`src/rtl/gigatron_input_pkg.sv`:
```
// Shared constants for the Gigatron controller path: host joystick bit indices
// and Famicom serial-order indices.
package gigatron_input_pkg;

    localparam int JOY_R      = 0;
    localparam int JOY_L      = 1;
    localparam int JOY_D      = 2;
    localparam int JOY_U      = 3;
    localparam int JOY_A      = 4;
    localparam int JOY_B      = 5;
    localparam int JOY_SELECT = 6;
    localparam int JOY_START  = 7;

    localparam int FC_A      = 0;
    localparam int FC_B      = 1;
    localparam int FC_SELECT = 2;
    localparam int FC_START  = 3;
    localparam int FC_UP     = 4;
    localparam int FC_DOWN   = 5;
    localparam int FC_LEFT   = 6;
    localparam int FC_RIGHT  = 7;

    localparam int FC_NBITS = 8;

    // Active-high host word to active-low serial-order word; A/B are passed
    // separately so the turbo logic can override them.
    function automatic logic [FC_NBITS-1:0] fc_pack(input logic [7:0] joy,
                                                    input logic       btn_a,
                                                    input logic       btn_b);
        logic [FC_NBITS-1:0] v;
        v            = '1;
        v[FC_A]      = ~btn_a;
        v[FC_B]      = ~btn_b;
        v[FC_SELECT] = ~joy[JOY_SELECT];
        v[FC_START]  = ~joy[JOY_START];
        v[FC_UP]     = ~joy[JOY_U];
        v[FC_DOWN]   = ~joy[JOY_D];
        v[FC_LEFT]   = ~joy[JOY_L];
        v[FC_RIGHT]  = ~joy[JOY_R];
        return v;
    endfunction

endpackage

```
`src/rtl/input_sync_edge.sv`:
```
// Two-flop synchroniser plus a history flop; flags rising and falling edges
// of the synchronised level.
module input_sync_edge (
    input  logic clk_sys,
    input  logic reset_n,
    input  logic async_in,
    output logic level,
    output logic rise,
    output logic fall
);

    logic r_meta;
    logic r_sync;
    logic r_hist;

    always_ff @(posedge clk_sys or negedge reset_n) begin
        if (!reset_n) begin
            r_meta <= 1'b0;
            r_sync <= 1'b0;
            r_hist <= 1'b0;
        end else begin
            r_meta <= async_in;
            r_sync <= r_meta;
            r_hist <= r_sync;
        end
    end

    assign level = r_sync;
    assign rise  = r_sync & ~r_hist;
    assign fall  = ~r_sync & r_hist;

endmodule

```
`src/rtl/famicom_pad_emulator.sv`:
```
// Famicom/NES serial pad emulator driven by the Gigatron shell's latch/pulse.
// Turbo A/B buttons are built when FAMICOM_TURBO_EN is defined.
module famicom_pad_emulator
    import gigatron_input_pkg::*;
#(
    parameter logic FILL_BIT  = 1'b1,
    parameter int   TURBO_DIV = 4
) (
    input  logic       clk_sys,
    input  logic       reset_n,
    input  logic [7:0] joy_in,
    input  logic [1:0] turbo_in,
    input  logic       famicom_latch,
    input  logic       famicom_pulse,
    output logic       famicom_data,
    output logic [3:0] bit_count,
    output logic       poll_strobe
);

    logic w_latch_level;
    logic w_latch_rise;
    logic w_latch_fall;
    logic w_pulse_level;
    logic w_pulse_rise;
    logic w_pulse_fall;
    logic w_btn_a;
    logic w_btn_b;
    logic [FC_NBITS-1:0] w_load_val;

    logic [FC_NBITS-1:0] r_shreg;
    logic [3:0]          r_bit_count;
    logic                r_poll_strobe;

    input_sync_edge u_sync_latch (
        .clk_sys  (clk_sys),
        .reset_n  (reset_n),
        .async_in (famicom_latch),
        .level    (w_latch_level),
        .rise     (w_latch_rise),
        .fall     (w_latch_fall)
    );

    input_sync_edge u_sync_pulse (
        .clk_sys  (clk_sys),
        .reset_n  (reset_n),
        .async_in (famicom_pulse),
        .level    (w_pulse_level),
        .rise     (w_pulse_rise),
        .fall     (w_pulse_fall)
    );

`ifdef FAMICOM_TURBO_EN
    localparam int TCW = (TURBO_DIV > 1) ? $clog2(TURBO_DIV) : 1;

    logic [TCW-1:0] r_poll_cnt;
    logic           r_turbo_phase;
    logic           w_unused_sync;

    always_ff @(posedge clk_sys or negedge reset_n) begin
        if (!reset_n) begin
            r_poll_cnt    <= '0;
            r_turbo_phase <= 1'b0;
        end else if (w_latch_fall) begin
            if (r_poll_cnt == TCW'(TURBO_DIV - 1)) begin
                r_poll_cnt    <= '0;
                r_turbo_phase <= ~r_turbo_phase;
            end else begin
                r_poll_cnt <= r_poll_cnt + 1'b1;
            end
        end
    end

    assign w_btn_a       = joy_in[JOY_A] | (turbo_in[0] & r_turbo_phase);
    assign w_btn_b       = joy_in[JOY_B] | (turbo_in[1] & r_turbo_phase);
    assign w_unused_sync = w_latch_rise ^ w_pulse_level ^ w_pulse_fall;
`else
    logic w_unused_sync;

    assign w_btn_a       = joy_in[JOY_A];
    assign w_btn_b       = joy_in[JOY_B];
    assign w_unused_sync = w_latch_rise ^ w_pulse_level ^ w_pulse_fall
                         ^ (^turbo_in) ^ (TURBO_DIV == 0);
`endif

    assign w_load_val = fc_pack(joy_in, w_btn_a, w_btn_b);

    // The latch-fall cycle still loads, so a coincident pulse edge is dropped.
    always_ff @(posedge clk_sys or negedge reset_n) begin
        if (!reset_n) begin
            r_shreg       <= '1;
            r_bit_count   <= 4'd0;
            r_poll_strobe <= 1'b0;
        end else begin
            r_poll_strobe <= w_latch_fall;
            if (w_latch_level || w_latch_fall) begin
                r_shreg     <= w_load_val;
                r_bit_count <= 4'd0;
            end else if (w_pulse_rise) begin
                r_shreg <= {FILL_BIT, r_shreg[FC_NBITS-1:1]};
                if (r_bit_count != 4'(FC_NBITS))
                    r_bit_count <= r_bit_count + 4'd1;
            end
        end
    end

    assign famicom_data = r_shreg[0];
    assign bit_count    = r_bit_count;
    assign poll_strobe  = r_poll_strobe;

endmodule

```
`config.mk`:
```
export PLATFORM = sky130hd
export DESIGN_NAME = famicom_pad_emulator
export DESIGN_NICKNAME = d
export VERILOG_FILES = /design/src/rtl/gigatron_input_pkg.sv /design/src/rtl/input_sync_edge.sv /design/src/rtl/famicom_pad_emulator.sv
export SDC_FILE = /design/constraint.sdc
export NUM_CORES = 1
export LEC_CHECK = 0
export CORE_ASPECT_RATIO = 1.1
export CORE_MARGIN = 3
export CORE_UTILIZATION = 46
export DETAILED_ROUTE_END_ITERATION = 12
export PLACE_DENSITY = 0.75
export SLEW_MARGIN = 20
export SYNTH_ARGS = -nofsm -noshare
export SYNTH_HDL_FRONTEND = slang
export SYNTH_SLANG_ARGS = --single-unit
export TNS_END_PERCENT = 10
```
`constraint.sdc`:
```
create_clock -name clk_sys -period 2.1 [get_ports clk_sys]
set_clock_uncertainty 0.2 [all_clocks]
set_input_delay 0.42 -clock clk_sys [delete_from_list [all_inputs] [get_ports clk_sys]]
set_output_delay 0.42 -clock clk_sys [all_outputs]
set_load 0.1 [all_outputs]
```
==> flow_metrics.env <==
export IMPL_dp_cells=95
export IMPL_grt_pass1_vias=513
export IMPL_fp_dieH_um=50.1
export IMPL_grt_pass1_wl_mm=2.13
export IMPL_synth_mux_area_share_pct=17.3
export IMPL_final_hold_viol_count=0
export IMPL_fin_crit_sh_pct=79.5
export IMPL_ir_drop_v=0.000355
export IMPL_synth_area_um2=812
export IMPL_critical_path_class="reg -> reg"
export IMPL_synth_avg_cell_area_um2=13.3
export IMPL_synth_top_family_by_area="multiplexers"
export IMPL_ys_flop_type="dfrtp_1"
export IMPL_ys_seq_area_share_pct=59.8
export IMPL_outcome="complete, no violations"
export IMPL_die_area_mm2=0.00231
export IMPL_ios=20
export IMPL_finalPower_mw=0.696
export IMPL_drtIter0Drc=7
export IMPL_arrival_ns=1.69
export IMPL_routedLengthMet1_um=500
export IMPL_antenna_found_initial=0
export IMPL_synthXorXnorAreaFrac_pct=0
export IMPL_finalSetupViolCount=0
export IMPL_post_drt_via_cell_ratio=5.28
export IMPL_synthArstFlopShare_pct=100
export IMPL_grt_max_degree=20
export IMPL_portBuffers=17
export IMPL_clkLatencyLatePin_ns=0.29
export IMPL_period_minus_slack_ns=1.67
export IMPL_dp_hpwl_um=890
export IMPL_clock_root_buffer="clkbuf_4"
export IMPL_core_area_mm2=0.00161
export IMPL_top_layer="met4"
export IMPL_grt_usage_pct=12.8
export IMPL_critPathCaptureType="flip-flop"
export IMPL_cts_hold_buf=0
export IMPL_timing_final_max_slew_violations=0
export IMPL_fp_dieW_um=46.1
export IMPL_synth_simple_area_share_pct=10.3
export IMPL_fin_hold_ws_ns=0.156
export IMPL_final_net_count=99
export IMPL_cpMaxStageDelayCell="dfrtp_2"
export IMPL_synth_compound_area_share_pct=6.78
export IMPL_maxCapViolations=0
export IMPL_instances_no_fill=99
export IMPL_cts_buffer_depth=2
export IMPL_wl_mm=1.21
export IMPL_detail_route_first_pass_iterations=4
export IMPL_path_clk_slew_ns=0.10
export IMPL_dr_wl_met3_um=86
export IMPL_synth_nets=77
export IMPL_grt_overflow_total=0
export IMPL_synthCells=61
export IMPL_ctsResizeCount=0
export IMPL_start_util_pct=50.3
export IMPL_nFillCells=127
export IMPL_tns_ns=0
export IMPL_max_stage_delay_ns=0.44
export IMPL_synth_fa_ha_area_share_pct=3.08
export IMPL_tightest_slew_ns=0.324
export IMPL_drive_above_1_share_pct=26.8
export IMPL_place_gp_congestion=0.812
export IMPL_cts_htree_levels=1
export IMPL_fmax_mhz=599
export IMPL_drc=0
export IMPL_cts_buffers=3
export IMPL_start_kind="flip-flop"
export IMPL_vias=523
export IMPL_maxSlewHeadroom_pct=78.4
export IMPL_post_cts_setup_buffers=0
export IMPL_wl_met2_um=580
export IMPL_p_per_area_mw_per_mm2=647
export IMPL_num_antenna_cells=0
export IMPL_ys_warnings_count=0
export IMPL_rows=15
export IMPL_synth_cell_type_count=19
export IMPL_path_cells="inv_1 -> ha_1 -> and3b_1 -> or3_1 -> a21oi_1"
export IMPL_cts_sinks=19
export IMPL_cts_tree="yes"
export IMPL_p_leak_nw=0.467
export IMPL_synth_edf_count=0
export IMPL_final_antenna_net_count=0
export IMPL_rsz0062_at_grt="false"
export IMPL_path_max_fanout=6
export IMPL_hold_class="reg -> reg"
export IMPL_syn_to_final_growth_pct=32.5
export IMPL_wl_per_cell_um=12.2
export IMPL_required_ns=2.12
export IMPL_synth_seq_cells=19
## through the flow
stage	instance area (µm²)	worst slack (ns)	utilization, %
finish	1080	0.430	66.7
global route	1080	0.340	66.7
CTS	1080	0.433	66.7
detailed placement	1050	0.461	65.0
global placement	1050	0.503	65.0
floorplan	815	0.170	-
## cell usage after synthesis, types with 2 or more instances
cell type  instances  share of area (%)
mux2i_1           14                 17
ha_1               2                3.1
nand3_1            2                1.2
inv_1              3                1.4
o21ai_0            3                1.8
nor2b_1            2                1.5
dfstp_2            8                 26
a21oi_1            5                3.1
dfrtp_1           11                 34
or3_1              2                1.5
## flip-flops by register name, summed over array words and instances, names as in the netlist
name and cells:
u_sync_latch.r_hist 1, u_sync_pulse.level 1, u_sync_pulse.r_hist 1, bit_count 4, poll_strobe 1, u_sync_pulse.r_meta 1
r_shreg 8, u_sync_latch.level 1, u_sync_latch.r_meta 1
## per-layer routing
layer	up-vias	track usage (%)
met1	240	15.9
met2	20	19.0
li1	257	-
met3	6	2.19
met5	-	0
met4	0	9.48
## cell usage in the layout (no fill, tap or decap), types with 3 or more instances in the layout
master and n:
a21oi_1 5, buf_12 5, clkbuf_4 3, clkdlybuf4s50_1 11, dfrtp_1 9, dfstp_2 8, inv_1 3, mux2i_1 14
o21ai_0 3
## where the power goes
part / internal [mW] / switching [mW]
sequential: 0.398 / 0.0142
clock: 0.0738 / 0.102
combinational: 0.0514 / 0.0563
total: 0.523 / 0.173
## final timing paths
kind | from | endpoint | slack, ns | cells after the start
min in group asynchronous | reset_n | bit_count[3] | 0.26 | 2
worst min-delay path | u_sync_latch.r_meta | u_sync_latch.level | 0.16 | 0
worst min register to register | u_sync_latch.r_meta | u_sync_latch.level | 0.16 | 0
worst max register to register | bit_count[0] | bit_count[0] | 0.43 | 5
max in group asynchronous | reset_n | r_shreg[6] | 1.18 | 2
worst max-delay path | bit_count[0] | bit_count[0] | 0.43 | 5
## worst max-delay path, delay by kind of cell, from the launching register on
kind / cells / cell delay, ns
flops: 1 / 0.44
compound gates: 1 / 0.14
simple gates: 2 / 0.54
fa+ha+maj: 1 / 0.21
buf+inv: 1 / 0.06
## cell type report
class | instances | area [µm²] | share of cell area [%]
timing repair buffer | 18 | 225 | 20.9
tap | 17 | 21.3 | 1.98
multi-input combinational | 38 | 304 | 28.3
clock buffer | 4 | 26.3 | 2.44
inverter | 3 | 11.3 | 1.05
sequential | 19 | 488 | 45.3
## kinds of logic after synthesis
family	count (synthesis)
adders and majority gates	2
DFF	19
buffers and inverters	4
muxes	14
and+or+nand+nor	12
AOI/OAI and AO/OA	10
No activity file was read; power rests on OpenSTA's default activity.
